`src/rtl/alu_issue.sv`:
```
// rtl/alu_issue.sv - issue/sequencing stage for the 32-bit ALU with a multi-cycle unsigned divider
module alu_issue #(
    parameter int WIDTH  = 32,
    parameter int DIV_OP = 19,
    parameter int REM_OP = 20
) (
    input  logic             clk,
    input  logic             reset,
    input  logic             start,
    input  logic [7:0]       op,
    input  logic [WIDTH-1:0] a_in,
    input  logic [WIDTH-1:0] b_in,
    output logic             busy,
    output logic             done,
    output logic [WIDTH-1:0] result,
    output logic             flag_c,
    output logic             flag_z,
    output logic             flag_n,
    output logic [WIDTH-1:0] alu_a,
    output logic [WIDTH-1:0] alu_b,
    output logic [7:0]       alu_op,
    output logic             alu_carry_in,
    input  logic [WIDTH-1:0] alu_c,
    input  logic             alu_carry_out,
    input  logic             alu_is_zero,
    input  logic             alu_is_negative
);

    localparam logic [4:0] LP_DIV_CODE = DIV_OP[4:0];
    localparam logic [4:0] LP_REM_CODE = REM_OP[4:0];

    typedef enum logic [1:0] {
        ST_IDLE = 2'd0,
        ST_EXEC = 2'd1,
        ST_DIV  = 2'd2
    } state_t;

    state_t r_state;
    state_t w_state_next;

    logic             w_issue_alu;
    logic             w_issue_div;
    logic             w_is_div_op;

    logic [WIDTH-1:0] r_alu_a;
    logic [WIDTH-1:0] r_alu_b;
    logic [7:0]       r_alu_op;
    logic             r_alu_carry_in;
    logic [WIDTH-1:0] r_result;
    logic             r_flag_c;
    logic             r_flag_z;
    logic             r_flag_n;
    logic             r_done;

    // Divider: r_q starts as the dividend and fills with quotient bits from the LSB.
    logic [WIDTH-1:0] r_q;
    logic [WIDTH-1:0] r_rem;
    logic [WIDTH-1:0] r_divisor;
    logic [4:0]       r_count;
    logic             r_is_rem;
    logic             r_div_zero;

    logic [WIDTH:0]   w_partial;
    logic [WIDTH:0]   w_trial;
    logic             w_fits;
    logic [WIDTH-1:0] w_rem_next;
    logic [WIDTH-1:0] w_q_next;
    logic [WIDTH-1:0] w_div_res;
    logic [WIDTH-1:0] w_dz_res;

    assign w_is_div_op = (op[4:0] == LP_DIV_CODE) || (op[4:0] == LP_REM_CODE);

    assign w_partial  = {r_rem, r_q[WIDTH-1]};
    assign w_trial    = w_partial - {1'b0, r_divisor};
    assign w_fits     = ~w_trial[WIDTH];
    assign w_rem_next = w_fits ? w_trial[WIDTH-1:0] : w_partial[WIDTH-1:0];
    assign w_q_next   = {r_q[WIDTH-2:0], w_fits};
    assign w_div_res  = r_is_rem ? w_rem_next : w_q_next;
    assign w_dz_res   = r_is_rem ? r_q : {WIDTH{1'b1}};

    always_ff @(posedge clk) begin
        if (reset) begin
            r_state <= ST_IDLE;
        end else begin
            r_state <= w_state_next;
        end
    end

    always_comb begin
        w_state_next = r_state;
        w_issue_alu  = 1'b0;
        w_issue_div  = 1'b0;
        case (r_state)
            ST_IDLE: begin
                if (start) begin
                    if (w_is_div_op) begin
                        w_issue_div  = 1'b1;
                        w_state_next = ST_DIV;
                    end else begin
                        w_issue_alu  = 1'b1;
                        w_state_next = ST_EXEC;
                    end
                end
            end
            ST_EXEC: w_state_next = ST_IDLE;
            ST_DIV: begin
                if (r_div_zero || (r_count == 5'd0)) begin
                    w_state_next = ST_IDLE;
                end
            end
            default: w_state_next = ST_IDLE;
        endcase
    end

    always_ff @(posedge clk) begin
        if (reset) begin
            r_alu_a        <= '0;
            r_alu_b        <= '0;
            r_alu_op       <= '0;
            r_alu_carry_in <= 1'b0;
            r_result       <= '0;
            r_flag_c       <= 1'b0;
            r_flag_z       <= 1'b0;
            r_flag_n       <= 1'b0;
            r_done         <= 1'b0;
            r_q            <= '0;
            r_rem          <= '0;
            r_divisor      <= '0;
            r_count        <= '0;
            r_is_rem       <= 1'b0;
            r_div_zero     <= 1'b0;
        end else begin
            r_done <= 1'b0;
            if (w_issue_alu) begin
                r_alu_a        <= a_in;
                r_alu_b        <= b_in;
                r_alu_op       <= op;
                r_alu_carry_in <= r_flag_c;
            end
            if (w_issue_div) begin
                r_q        <= a_in;
                r_rem      <= '0;
                r_divisor  <= b_in;
                r_count    <= 5'd31;
                r_is_rem   <= (op[4:0] == LP_REM_CODE);
                r_div_zero <= (b_in == '0);
            end
            if (r_state == ST_EXEC) begin
                r_result <= alu_c;
                r_flag_c <= alu_carry_out;
                r_flag_z <= alu_is_zero;
                r_flag_n <= alu_is_negative;
                r_done   <= 1'b1;
            end
            if (r_state == ST_DIV) begin
                if (r_div_zero) begin
                    r_result <= w_dz_res;
                    r_flag_c <= 1'b1;
                    r_flag_z <= (w_dz_res == '0);
                    r_flag_n <= w_dz_res[WIDTH-1];
                    r_done   <= 1'b1;
                end else begin
                    r_q     <= w_q_next;
                    r_rem   <= w_rem_next;
                    r_count <= r_count - 5'd1;
                    if (r_count == 5'd0) begin
                        r_result <= w_div_res;
                        r_flag_c <= 1'b0;
                        r_flag_z <= (w_div_res == '0);
                        r_flag_n <= w_div_res[WIDTH-1];
                        r_done   <= 1'b1;
                    end
                end
            end
        end
    end

    assign busy         = (r_state != ST_IDLE);
    assign done         = r_done;
    assign result       = r_result;
    assign flag_c       = r_flag_c;
    assign flag_z       = r_flag_z;
    assign flag_n       = r_flag_n;
    assign alu_a        = r_alu_a;
    assign alu_b        = r_alu_b;
    assign alu_op       = r_alu_op;
    assign alu_carry_in = r_alu_carry_in;

endmodule

```
`config.mk`:
```
export PLATFORM = sky130hd
export DESIGN_NAME = alu_issue
export DESIGN_NICKNAME = d
export VERILOG_FILES = /design/src/rtl/alu_issue.sv
export SDC_FILE = /design/constraint.sdc
export NUM_CORES = 1
export LEC_CHECK = 0
export CAP_MARGIN = 20
export CELL_PAD_IN_SITES_DETAIL_PLACEMENT = 1
export CELL_PAD_IN_SITES_GLOBAL_PLACEMENT = 1
export CORE_UTILIZATION = 41
export CTS_CLUSTER_DIAMETER = 40
export DETAILED_ROUTE_END_ITERATION = 8
export GPL_TIMING_DRIVEN = 0
export PLACE_DENSITY = 0.95
export SLEW_MARGIN = 5
export SYNTH_ARGS = -nofsm -noshare
export SYNTH_HDL_FRONTEND = slang
export SYNTH_SLANG_ARGS = --single-unit
```
`constraint.sdc`:
```
create_clock -name clk -period 7.6 [get_ports clk]
set_input_delay 0.76 -clock clk [delete_from_list [all_inputs] [get_ports clk]]
set_output_delay 0.76 -clock clk [all_outputs]
set_load 0.005 [all_outputs]
```
==> results of run 1 <==
[sequential cells by signal (all words and copies together), names as in the netlist]
register	flops
done	1
r_state	2
flag_c	1
r_div_zero	1
r_divisor	32
alu_carry_in	1
r_rem	32
flag_n	1
result	32
alu_a	32
flag_z	1
r_count	5
alu_op	8
r_q	32
r_is_rem	1
alu_b	32
[tightest hold or removal path: stages (launching register included)]
cell     delay (ns)
dfxtp_1        0.31
nand2_1        0.05
a21oi_1        0.05
[power groups by stage]
stage	clock, uW	combinational (uW)	sequential [uW]
after floorplan	0	295	1210
after global placement	0	546	1220
after detailed placement	0	559	1220
after CTS	1610	577	1200
after global routing	1670	621	1200
final	1620	591	1200
[per-layer routing]
metal / global-route usage (%) / share of wire (%)
met4: 18.64 / 4.8
met3: 7.605 / 8.6
met1: 47.25 / 40
met2: 63.79 / 47
met5: 0 / 0
[placed cells by master, fill, tap and decap left out, drive strengths merged, types with 6 or more instances in the layout]
| cell type | count |
|---|---|
| nand3 | 26 |
| mux2i | 45 |
| a31o | 7 |
| xor2 | 9 |
| a31oi | 40 |
| o21ai | 37 |
| nand2 | 329 |
| a21oi | 198 |
| clkbuf | 129 |
| nor3 | 14 |
| nand4 | 20 |
| nor4 | 23 |
| clkdlybuf4s50 | 218 |
| o22ai | 32 |
| nor2 | 200 |
| dfxtp | 214 |
| or3 | 11 |
| clkinvlp | 8 |
| clkinv | 9 |
| o31ai | 8 |
| a211oi | 16 |
| nand2b | 6 |
| or2 | 8 |
| inv | 49 |
| ha | 33 |
| a311oi | 36 |
| buf | 25 |
| nor2b | 11 |
| o21a | 8 |
| xnor2 | 12 |
| a21o | 17 |
[per-stage QoR]
step	worst slack, ns	utilization, %
final	2.644	55.53
after global placement	3.040	51.30
after floorplan	3.934	-
after detailed placement	2.962	51.30
after global routing	2.534	55.52
after CTS	2.859	55.52
[cells by family (layout without fill, tap and decap cells)]
| logic type | after synthesis | after routing | synth area share [%] |
|---|---|---|---|
| DFF | 214 | 214 | 36.82 |
| xor gates and xnor gates | 21 | 21 | 1.581 |
| adders and majority gates | 34 | 34 | 3.720 |
| buffers and inverters | 161 | 441 | 5.581 |
| and+or+nand+nor | 666 | 666 | 24.56 |
| other | 0 | 1 | 0 |
| AOI/OAI and AO/OA | 432 | 432 | 23.48 |
| muxes | 49 | 49 | 4.258 |
[area by class of cell]
cell class,count,area share [%]
clock buffer,39,5.816
multi-input combinational,1202,43.33
timing repair buffer,218,14.11
inverter,46,1.116
tap,378,3.058
clock inverter,23,1.780
sequential,214,27.70
antenna,1,0.01618
buffer,115,3.082
[worst max path at each step]
stage | depth (start not counted) | slack, ns | end
2_1_floorplan | 14 | 3.93 | flag_z$_SDFF_PP0_
3_3_place_gp | 15 | 3.04 | flag_n$_SDFF_PP0_
3_5_place_dp | 15 | 2.96 | flag_n$_SDFF_PP0_
4_1_cts | 15 | 2.86 | flag_n$_SDFF_PP0_
5_1_grt | 15 | 2.53 | flag_n$_SDFF_PP0_
6_report | 15 | 2.64 | flag_n$_SDFF_PP0_
==> flow_metrics.tcl, run 1 <==
set metrics [dict create \
    synth_top_cell_area_share_pct 36.82 \
    multi_input_area_sq_um 6703 \
    p_leak_uw 0.005798 \
    yosysWarningCount 0 \
    synth_most_common_cell "nand2_1" \
    startpoint_type "flop" \
    ys_seq_area_share_pct 36.82 \
    finalSetupViolCount 0 \
    design_area_sq_um 15470 \
    async_flop_share_pct 0 \
    worstHoldStart "r_divisor[21]$_SDFFE_PP0P_" \
    syn_to_final_growth_pct 32.94 \
    numCtsBuffers 34 \
    ant_nets 0 \
    drv_slew 0 \
    first_pass_iters 6 \
    p_switching_uw 1025 \
    drtIter0Drc 1244 \
    whs_ns 0.4560 \
    cts_tree "yes" \
    critical_path_class "reg -> reg" \
    r2r-start "r_q[31]$_SDFF_PP0_" \
    postCtsResizedCells 0 \
    fin_crit_ns 4.956 \
    io_buffers 218 \
    worst_slew_pin_slew_ns 1.083 \
    num-fill-cells 3433 \
    synthTopCellsByCount "nand2_1, dfxtp_1, nor2_1, a21oi_1, clkbuf_1" \
    cts_buffer_depth 3 \
    r2r_cells 15 \
    r2r-end "flag_n$_SDFF_PP0_" \
    slew_headroom_pct 27.54 \
    cp_common_cell "a211oi_1" \
    fin_tns_setup_ns 0 \
    syn_nets 1721 \
    rsz0062_at_grt "no" \
    path_cells "inv_1, ha_1, fa_1, nand2b_1, a21oi_1, o221a_4, o21ai_2, nand4_1, buf_6, nand2_1, o41ai_1, mux2i_1, a211oi_1, o22ai_1, a211oi_1" \
    dp.final_hpwl_mm 39.30 \
    hold_viol 0 \
    clock_power_share_pct 47.4 \
    antenna_found_initial 0 \
    drc 0 \
    io_pins 220 \
    power_frac_seq_pct 35.2 \
    rows 61 \
    ir_worst_vdd_mv 0.1700 \
    crit_slowest_cell "o41ai_1" \
    worstHoldPathCells 2 \
    synth.avg_cell_area_sq_um 7.379 \
    placed_cells 2173 \
    synthCells 1577 \
    hold_buffers 0 \
    post_cts.repair.setup_buffers 0 \
    combPwrFrac_pct 17.3 \
    cp.arrival_ns 5.40 \
    grt_pass1_wl_mm 85.18 \
    synthFlopType "dfxtp_1" \
    nNetsFinal 1975 \
    maxCapViolations 0 \
    synth.largest_area_cell "dfxtp_1" \
    ff_latch_area_sq_um 4284 \
    slowest_delay_ns 0.92 \
    hold_path_class "reg -> reg" \
    routed_via_density 6.251 \
    die-area_sq_um 29060 \
    grt.overflow.total 0 \
    power_uw 3413 \
    grt_usage_pct 38.35 \
    p_int_uw 2388 \
    critical-path-top-delay-family "compound AO/OA/AOI/OAI gates" \
    synth_cell_types 73 \
    syn_area_sq_um 11640 \
    path_max_fanout 10 \
    synth_edf_count 0 \
    drive_gt1_share_pct 5.870 \
    status "finished clean" \
    p_sw_share_pct 30.02 \
    initial_utilization_pct 41.77 \
    min_to "r_divisor[21]$_SDFFE_PP0P_" \
    ys_ff_latch 214 \
    clkLatencyLatePin_ns 0.54 \
    fp.dieW_um 170.5 \
    core_area_sq_um 27860 \
    dr_total_vias 13980 \
    period_share_pct 65.21 \
    root_buffer "clkbuf_16" \
    fmaxAchievable_mhz 201.8 \
    grt_pass1_vias 14790 \
    grt_max_degree 13 \
    cp-startpoint "r_q[31]$_SDFF_PP0_" \
    routedWlPerCell_um 25.22 \
    cts.sinks 214 \
    rrSetupSlack_ns 2.64 \
    place_congestion 1.025 \
    power.density_nw_per_um2 220.6 \
    clk_pin_slew_ns 0.06 \
    finClkSkew_ns 0.03368 \
    critPathBufInv 2 \
    drt-total-wl_mm 56.38 \
    synth_area_leaders "dfxtp_1, nand2_1, a21oi_1, nor2_1, mux2i_1" \
    fin_cells 2236 \
    place_area_sq_um 14290 \
    die_y_um 170.5 \
    crit_required_ns 8.04 \
    end_kind "flop" \
    htreeDepth 2 \
]
(Power assumes the default switching activity.)
==> run 2, diff against run 1 <==
Settings changed: CORE_UTILIZATION 41 to 38, PLACE_DENSITY 0.95 to 0.9.
Clock period 7.6 ns to 4.65 ns, I/O delays scaled along.
==> run 2 against run 1 <==
Flip-flop and latch count unchanged; critical path depth grew 1; via count fell by 3.4%; register-to-register slack lost 2.5 ns; core utilization is 3.4 points lower; clock skew fell by 0.018 ns; clock power up 73%; highest routed layer unchanged; final area grew 0.76%; largest cell class unchanged; power grew 68%; first-iteration DRC count down 18%.
==> flow_metrics.tcl, run 2 (synthesized netlist as in run 1, its figures left out) <==
set metrics [dict create \
    clkLatencyLatePin_ns 0.54 \
    rows 63 \
    dp.final_hpwl_mm 39.37 \
    fin_crit_ns 4.489 \
    startpoint_type "flop" \
    dr_total_vias 13500 \
    cts.sinks 214 \
    cp.arrival_ns 4.88 \
    status "finished clean" \
    grt_max_degree 13 \
    drive_gt1_share_pct 6.227 \
    grt.overflow.total 0 \
    cts_buffer_depth 3 \
    io_pins 220 \
    critical_path_class "reg -> reg" \
    clk_pin_slew_ns 0.06 \
    fp.dieW_um 177.0 \
    htreeDepth 2 \
    fmaxAchievable_mhz 222.7 \
    hold_viol 0 \
    hold_path_class "reg -> reg" \
    final_cell_mix "nand2_1, clkdlybuf4s50_1, dfxtp_1" \
    antenna_cells 0 \
    period_share_pct 96.55 \
    grt_pass1_vias 14380 \
    rsz0062_at_grt "no" \
    die_y_um 177.0 \
    antenna_found_initial 1 \
    io_buffers 218 \
    end_kind "flop" \
    routedWlPerCell_um 23.43 \
    drc 0 \
    root_buffer "clkbuf_16" \
    ant_nets 0 \
    ir_worst_vdd_mv 0.2837 \
    final_common_cell "nand2_1" \
    power.density_nw_per_um2 367.2 \
    finalSetupViolCount 0 \
    p_leak_uw 0.005867 \
    place_congestion 0.9990 \
    numCtsBuffers 37 \
    fin_tns_setup_ns 0 \
    core_area_sq_um 29870 \
    drtIter0Drc 1024 \
    die-area_sq_um 31330 \
    slew_headroom_pct 30.91 \
    path_max_fanout 10 \
    cts_tree "yes" \
    syn_to_final_growth_pct 33.95 \
    nNetsFinal 1978 \
    drv_slew 0 \
    power_uw 5723 \
    maxCapViolations 0 \
    crit_required_ns 5.04 \
    finClkSkew_ns 0.01601 \
    routed_via_density 5.990 \
    initial_utilization_pct 38.95 \
    num-fill-cells 3694 \
    drt-total-wl_mm 52.79 \
    first_pass_iters 5 \
    grt_usage_pct 33.57 \
    worst_slew_pin_slew_ns 1.032 \
    grt_pass1_wl_mm 81.45 \
]
run 2: layout make-up:
type	count	area [sq um]	share of cell area (%)
clock inverters	25	287.8	1.846
well taps	390	488.0	3.131
flip-flops and latches	214	4284	27.49
inverters	46	172.7	1.108
clock buffers	43	979.7	6.286
repair buffers	218	2182	14.00
multi-input cells	1202	6714	43.08
plain buffers	115	478.0	3.067
run 2: through the flow:
stage / hold WS (ns) / cells / cell area [sq um] / util (%) / worst slack (ns)
after floorplan: 0.4363 / 1577 / 11640 / - / 0.9842
after global placement: 0.4411 / 2185 / 14310 / 47.89 / 0.1131
after detailed placement: 0.4495 / 2185 / 14310 / 47.89 / 0.008865
after CTS: 0.4568 / 2253 / 15580 / 52.15 / 0.1527
after global routing: 0.4687 / 2253 / 15590 / 52.17 / 0.06587
final: 0.4542 / 2253 / 15590 / 52.17 / 0.1605
run 2: power by group:
group | total [uW] | switching [uW] | internal, uW
Sequential | 1960 | 56.7 | 1910
Combinational | 954 | 549 | 405
Clock | 2810 | 1080 | 1720
run 2: path summary, 6_finish.rpt:
kind	startpoint	end	slack, ns	cells after the start
max	r_q[31]$_SDFF_PP0_	result[30]$_SDFF_PP0_	0.16	16
min	alu_a[13]$_SDFFE_PP0P_	alu_a[13]$_SDFFE_PP0P_	0.45	2
max reg2reg	r_q[31]$_SDFF_PP0_	result[30]$_SDFF_PP0_	0.16	16
min reg2reg	alu_a[13]$_SDFFE_PP0P_	alu_a[13]$_SDFFE_PP0P_	0.45	2
run 2: what timing repair did:
item / in CTS / in global routing
hold buffers: 0 / 0
buffers inserted: 0 / 0
pin swaps: 0 / 0
endpoints found under the setup margin: 1 / 3
resized for setup: 1 / 3
run 2: worst max-delay path: stages, from the launching register on:
cell	delay, ns
dfxtp_1	0.41
inv_1	0.11
ha_1	0.26
fa_1	0.39
nand2b_1	0.21
a21oi_2	0.32
o221a_4	0.26
o21ai_2	0.06
a31oi_1	0.39
nor2_1	0.21
buf_4	0.24
buf_4	0.22
nand4_1	0.17
a41oi_1	0.31
mux2_2	0.39
a221oi_1	0.31
nor2_1	0.08
run 2: layer usage:
metal	GRT usage (%)	part of all wire, %	up-vias
met5	0	0	-
met4	14.04	4.0	0
li1	-	-	6094
met3	7.195	7.5	158
met2	57.24	48	547
met1	40.58	41	6697
